`config.mk`:
```
export PLATFORM = sky130hd
export DESIGN_NAME = i2c_snoop
export DESIGN_NICKNAME = d
export VERILOG_FILES = /design/src/rtl/i2c_snoop_pkg.sv /design/src/rtl/i2c_line_sync.sv /design/src/rtl/i2c_snoop.sv
export SDC_FILE = /design/constraint.sdc
export NUM_CORES = 1
export LEC_CHECK = 0
export CAP_MARGIN = 20
export CORE_MARGIN = 4
export CORE_UTILIZATION = 56
export CTS_CLUSTER_DIAMETER = 60
export DETAILED_ROUTE_END_ITERATION = 10
export PLACE_DENSITY = 0.81
export REMOVE_ABC_BUFFERS = 1
export SLEW_MARGIN = 20
export SYNTH_ARGS = -nofsm -noshare
export SYNTH_HDL_FRONTEND = slang
export SYNTH_SLANG_ARGS = --single-unit
```
`constraint.sdc`:
```
create_clock -name clk -period 3.9 [get_ports clk]
set_input_delay 0.975 -clock clk [delete_from_list [all_inputs] [get_ports clk]]
set_output_delay 0.975 -clock clk [all_outputs]
set_load 0.1 [all_outputs]
```
`src/rtl/i2c_snoop_pkg.sv`:
```
// Shared definitions for the passive I2C bus sniffer: FSM encoding and word layout.
package i2c_snoop_pkg;

    typedef enum logic {
        IDLE  = 1'b0,
        SHIFT = 1'b1
    } state_t;

    localparam int   WORD_W    = 9;
    localparam int   ACK_BIT   = 0;
    localparam logic ACK_LEVEL = 1'b0;

endpackage

```
`src/rtl/i2c_line_sync.sv`:
```
// Synchroniser for one raw I2C line, with an optional glitch filter
// (enabled by I2C_SNOOP_GLITCH_FILTER_EN). Idle level after reset is 1.
module i2c_line_sync #(
    parameter int SYNC_STAGES = 2,
    parameter int FILT_LEN    = 3
) (
    input  logic clk,
    input  logic reset,
    input  logic raw,
    output logic level
);

    if (SYNC_STAGES < 2 || SYNC_STAGES > 4 || FILT_LEN < 1 || FILT_LEN > 15) begin : g_bad_param
        $error("i2c_line_sync: illegal SYNC_STAGES or FILT_LEN");
    end

    logic [SYNC_STAGES-1:0] sync_q;

    always_ff @(posedge clk) begin
        if (reset) sync_q <= '1;
        else       sync_q <= {sync_q[SYNC_STAGES-2:0], raw};
    end

`ifdef I2C_SNOOP_GLITCH_FILTER_EN
    localparam logic [3:0] RELOAD = 4'(FILT_LEN - 1);

    logic [3:0] cnt;

    // Down-counter runs while the synchronised sample differs from the accepted level.
    always_ff @(posedge clk) begin
        if (reset) begin
            level <= 1'b1;
            cnt   <= RELOAD;
        end else if (sync_q[SYNC_STAGES-1] == level) begin
            cnt   <= RELOAD;
        end else if (cnt == 4'd0) begin
            level <= sync_q[SYNC_STAGES-1];
            cnt   <= RELOAD;
        end else begin
            cnt   <= cnt - 4'd1;
        end
    end
`else
    assign level = sync_q[SYNC_STAGES-1];
`endif

endmodule

```
`src/rtl/i2c_snoop.sv`:
```
// Passive I2C sniffer: emits each 9-bit slot {data, ack} with a one-cycle strobe.
// Optional line glitch filter: define I2C_SNOOP_GLITCH_FILTER_EN.
//
//   state | meaning
//   IDLE  | bus not in a transaction, waiting for START
//   SHIFT | between START and STOP, collecting slot bits
module i2c_snoop
    import i2c_snoop_pkg::*;
#(
    parameter int SYNC_STAGES = 2,
    parameter int FILT_LEN    = 3
) (
    input  logic              clk,
    input  logic              reset,
    input  logic              scl_in,
    input  logic              sda_in,
    output logic [WORD_W-1:0] word,
    output logic              word_ready,
    output logic              first_byte,
    output logic              start_seen,
    output logic              stop_seen,
    output logic              abort_pulse,
    output logic              busy
);

    logic scl_s, sda_s, prev_scl, prev_sda;
    logic rise, start_ev, stop_ev;

    i2c_line_sync #(.SYNC_STAGES(SYNC_STAGES), .FILT_LEN(FILT_LEN)) u_scl_sync (
        .clk(clk), .reset(reset), .raw(scl_in), .level(scl_s)
    );

    i2c_line_sync #(.SYNC_STAGES(SYNC_STAGES), .FILT_LEN(FILT_LEN)) u_sda_sync (
        .clk(clk), .reset(reset), .raw(sda_in), .level(sda_s)
    );

    assign rise     = !prev_scl & scl_s;
    assign start_ev = prev_scl & scl_s & prev_sda & !sda_s;
    assign stop_ev  = prev_scl & scl_s & !prev_sda & sda_s;

    state_t            state, state_nxt;
    logic [3:0]        bitcnt, bitcnt_nxt;
    logic [7:0]        shreg, shreg_nxt;
    logic              first_flag, first_flag_nxt;
    logic [WORD_W-1:0] word_nxt;
    logic              word_ready_nxt, first_byte_nxt, start_nxt, stop_nxt, abort_nxt, busy_nxt;

    always_comb begin
        state_nxt      = state;
        bitcnt_nxt     = bitcnt;
        shreg_nxt      = shreg;
        first_flag_nxt = first_flag;
        word_nxt       = word;
        busy_nxt       = busy;
        word_ready_nxt = 1'b0;
        first_byte_nxt = 1'b0;
        start_nxt      = 1'b0;
        stop_nxt       = 1'b0;
        abort_nxt      = 1'b0;

        case (state)
            IDLE: begin
                if (start_ev) begin
                    state_nxt      = SHIFT;
                    start_nxt      = 1'b1;
                    busy_nxt       = 1'b1;
                    bitcnt_nxt     = 4'd0;
                    first_flag_nxt = 1'b1;
                end
            end
            SHIFT: begin
                if (rise) begin
                    shreg_nxt = {shreg[6:0], sda_s};
                    if (bitcnt == 4'd8) begin
                        word_nxt       = {shreg, sda_s};
                        word_ready_nxt = 1'b1;
                        first_byte_nxt = first_flag;
                        first_flag_nxt = 1'b0;
                        bitcnt_nxt     = 4'd0;
                    end else begin
                        bitcnt_nxt     = bitcnt + 4'd1;
                    end
                end else if (start_ev) begin
                    start_nxt      = 1'b1;
                    abort_nxt      = (bitcnt != 4'd0);
                    bitcnt_nxt     = 4'd0;
                    first_flag_nxt = 1'b1;
                end else if (stop_ev) begin
                    stop_nxt   = 1'b1;
                    busy_nxt   = 1'b0;
                    abort_nxt  = (bitcnt != 4'd0);
                    bitcnt_nxt = 4'd0;
                    state_nxt  = IDLE;
                end
            end
            default: state_nxt = IDLE;
        endcase
    end

    always_ff @(posedge clk) begin
        if (reset) begin
            prev_scl    <= 1'b1;
            prev_sda    <= 1'b1;
            state       <= IDLE;
            bitcnt      <= 4'd0;
            shreg       <= 8'd0;
            first_flag  <= 1'b0;
            word        <= '0;
            word_ready  <= 1'b0;
            first_byte  <= 1'b0;
            start_seen  <= 1'b0;
            stop_seen   <= 1'b0;
            abort_pulse <= 1'b0;
            busy        <= 1'b0;
        end else begin
            prev_scl    <= scl_s;
            prev_sda    <= sda_s;
            state       <= state_nxt;
            bitcnt      <= bitcnt_nxt;
            shreg       <= shreg_nxt;
            first_flag  <= first_flag_nxt;
            word        <= word_nxt;
            word_ready  <= word_ready_nxt;
            first_byte  <= first_byte_nxt;
            start_seen  <= start_nxt;
            stop_seen   <= stop_nxt;
            abort_pulse <= abort_nxt;
            busy        <= busy_nxt;
        end
    end

endmodule

```
# After elaboration in Yosys (flattened, before gate mapping)
# Cells that the tools add are included.
# word_totals
out_inout_bits	15
inputBits	4
reg_bits	35
# classes
n_eq_ne	7
n_addsub	1
n_bitwise	9
mux	26
reduce_logical	12
# op_table
operator	count
4-bit two-way mux	5
1-bit two-way mux	16
2-bit inequality test (second input constant)	4
1-bit one-hot mux with 2 select lines	4
4-bit one-hot mux with 2 select lines	1
4-bit OR reduction	2
1-bit bitwise AND	6
3-bit OR reduction	2
4-bit by 1-bit adder with 4-bit output (second input constant)	1
4-bit == test (second input constant)	1
4-bit inequality test (second input constant)	1
2-bit AND reduction	2
4-bit AND reduction	1
4-bit nonzero test	1
1-bit logical NOT	3
3-bit by 2-bit inequality test with 1-bit output (second input constant)	1
1-bit inverter	3
3-bit AND reduction	1

# Logic depth before layout (Yosys ltp)
# logic_depth
ltp_word	7
ltp_mapped	7
ltp_nobuf	6

# Modules after synthesis
# Synthesis repeated with hierarchy kept, for this count alone.
# hier_totals
hier_cells	150
hier_area_um2	1361.3
# modules_own_cells
module	area_per_inst_um2	n_inst	cells_per_inst
i2c_snoop	1256.2	1	142
i2c_line_sync	52.6	2	4

# Worst setup path after synthesis
# Ideal clock, no wire load.
# synth_path
path_kind	register to output
start	register busy
end	output port busy
path_stages_with_launch	1
required_ps	2925
path_slack_ps	1985
t_arrival_ps	940
cell_sequence	dfxtp_1
# synth_lines
item	line_no	source
start, declared	i2c_snoop.sv:23	output logic busy
start signal, assigned	i2c_snoop.sv:128	busy <= busy_nxt;
# No word-level cell between the ends.

# Final worst setup path
# layout_path
start	register busy
end	output port busy
# No word-level cell between the ends.

==> results.md <==
* PwrDens at 434.0 nW/um^2
* Synthesis-stage register bit count at 35
* Synthesis Warnings at 0
* Die Wd at 57.40 um
* Worst EP required at 2920 ps
* Total Routing Usage GR at 0.1664
* Switch Pwr at 140.1 uW
* Clock Power Share at 0.445
* Top cell family by delay on the critical path: buffers and inverters
* I/O pins at 19
* RSZ-0062 raised after global routing: no
* Metal3 WL at 151 um
* Worst Max-Slew Pin Slew at 971.0 ps
* Pleak at 0.5911 nW
* Synth top area share at 0.5128
* Synth top area cells: dfxtp_1 (51%), nand2_1 (8.2%), a21oi_2 (5.8%)
* CTS Sinks at 35
* Reg clk slew, reported paths at 100 ps
* Seq/Total Area, Yosys at 0.5128
* Detailed Route WL at 2411 um
* # diodes at 0
* First-pass GRT wire length at 4257 um
* Final setup vio count at 0
* Internal power at 572.3 uW
* DIE AREA at 3294 um^2
* Mapped cell area at 1366 um^2
* Rel. slew slack at 0.3506
* Top cells by instance count after synthesis: dfxtp_1 (35), nand2_1 (30), a21oi_1 (11)
* Most common flop cell mapped by yosys: dfxtp_1
* Fin util at 0.7213
* Vias at 1035
* Internal reg-to-reg setup slack at 2310 ps
* Worst r2r path cells at 4
* Tmin final at 2818 ps
* DR vias/cell at 5.363
* Worst vdd ir at 0.4584 mV
* CTS max path bufs at 2
* Number of iterations in the first detailed-routing pass at 4
* Setup_tns at 0 ps
* Max-Cap Viols at 0
* Root buf cell: clkbuf_4
* Crit Path Max Fanout at 3
* DRT met1 WL at 1031 um
* Routed length on met2 at 1172 um
* Vias in the first global route at 1000
* Count leader, synth: dfxtp_1
* Largest net degree at the start of global routing at 28
* Row cnt at 17
* Total chip power at 712.4 uW
* Worst Setup End Kind: output pin
* H-tree levels at 2
* FILL cells at 165
* Final hold violation count at 0
* Initial DRC Count at 17
* CTS tree: done
* Comb power frac at 0.040
* Core Area at 2276 um^2
* Critical path buffers and inverters at 1
* Switching part of the total power at 0.1967
* Routed Antenna Nets at 0
* Post-CTS Hold Buffers at 0
* Syn_area_per_cell at 9.423 um^2
* Largest stage delay, worst path at 1140 ps
* Drt wl/cell at 12.49 um
* Global route total overflow at 0
* Mapped Cells at 145
* Initial antenna violation count at 0
* WHS Endpoint: u_scl_sync.sync_q[1]
* Hold Crit Depth at 1
* # resized after CTS at 0
* Final slew viol count at 0
* Die height at 57.40 um
* Residual DRC at 0
* Path type of the worst min-delay path: reg2reg
* Worst Clk Skew at 12.40 ps
* Reg2reg start: u_scl_sync.sync_q[1]
* Share of layout cells above drive strength 1 at 0.2303
* Top layer in use: met4
* Leading area contributor after synthesis: dfxtp_1
* Initial Util at 0.6003
* Status: finished, final reports clean
* CP Launch Type: register
* CTS buffer count at 5
* Min-delay src: u_scl_sync.sync_q[0]
* CP arrival at 1840 ps
* Final HPWL DP at 1658 um
* Nets at 170
* P&R area growth vs syn at 20.15%
* Post-synth ARST share at 0
* Setup repair bufs after CTS at 0
* Setup CP Type: reg2out
* I/O Buffers at 18
* Final GP Congestion at 0.7461
* Slowest cell on the critical path: clkdlybuf4s50_1
* Reg-to-reg endpoint: first_flag
* F_max at 354.9 MHz
* EDFF count, synth at 0
* Seq pwr share at 0.515
* Post-synthesis cell type count at 34
* CP Cell Sequence: clkdlybuf4s50_1
* Tcrit/Tclk final at 0.7224
* Latest clock arrival within the worst-skew pair at 340 ps
cell type report:
cell class	instances	area (um^2)	area share
clock inverters	2	60.06	0.03659
flip-flops and latches	35	700.7	0.4268
inverters	3	11.26	0.006860
multi-input cells	100	605.6	0.3689
clock buffers	6	41.29	0.02515
well taps	28	35.03	0.02134
repair buffers	19	187.7	0.1143
per-layer routing:
| metal | vias up | global-route usage |
|---|---|---|
| met5 | - | 0 |
| met4 | 0 | 0.09272 |
| met3 | 8 | 0.04751 |
| met2 | 31 | 0.2839 |
| met1 | 475 | 0.1838 |
| li1 | 521 | - |
power by group through the flow:
| stage | Clock [mW] | Sequential [mW] | Combinational, mW |
|---|---|---|---|
| floorplan | 0 | 0.380 | 0.0101 |
| global placement | 0 | 0.375 | 0.0277 |
| detailed placement | 0 | 0.375 | 0.0282 |
| CTS | 0.325 | 0.367 | 0.0285 |
| global route | 0.338 | 0.368 | 0.0313 |
| finish | 0.317 | 0.367 | 0.0284 |
worst max-delay path by stage:
stage | endpoint | start | slack (ps) | cells after the start
floorplan | busy | busy | 1980 | 0
global placement | busy | busy | 1460 | 1
detailed placement | busy | busy | 1460 | 1
CTS | busy | busy | 1070 | 1
global route | busy | busy | 1010 | 1
finish | busy | busy | 1080 | 1
layout by cell type (no fill, tap or decap), types with 2 or more instances in the layout:
cell	synthesis	layout
dfxtp_1	35	35
clkbuf_4	0	5
nand2_2	9	9
xnor2_1	2	2
or2_2	6	6
a22o_1	3	3
bufinv_16	0	2
clkdlybuf4s50_1	0	18
and3b_1	2	2
nor3b_1	2	2
nor2_1	6	6
a21oi_2	9	9
ha_1	2	2
inv_1	3	3
nand2_1	30	30
a21oi_1	11	11
nor2_2	2	2
cells by family after synthesis:
kind of cell / Yosys count / synth area share
xor gates and xnor gates: 2 / 0.01282
DFF: 35 / 0.5128
and+or+nand+nor: 66 / 0.2500
adders and majority gates: 2 / 0.01831
AOI/OAI and AO/OA: 30 / 0.1621
buffers and inverters: 10 / 0.04395
per-stage QoR:
stage / setup WS, ps / hold WS, ps / instance area, um^2 / std cells
2_1_floorplan: 1985 / 389.5 / 1318 / 138
3_3_place_gp: 1459 / 396.0 / 1540 / 185
3_5_place_dp: 1459 / 396.8 / 1540 / 185
4_1_cts: 1069 / 422.6 / 1642 / 193
5_1_grt: 1015 / 444.6 / 1642 / 193
6_report: 1082 / 418.6 / 1642 / 193
registers in the layout (all words and copies together) (netlist names):
| signal | count |
|---|---|
| stop_seen | 1 |
| bitcnt | 4 |
| prev_scl | 1 |
| word | 9 |
| abort_pulse | 1 |
| first_flag | 1 |
| u_sda_sync.sync_q | 2 |
| prev_sda | 1 |
| word_ready | 1 |
| u_scl_sync.sync_q | 2 |
| shreg | 8 |
| first_byte | 1 |
| start_seen | 1 |
| state | 1 |
| busy | 1 |
Note: power is estimated with default switching activity, not from simulation.
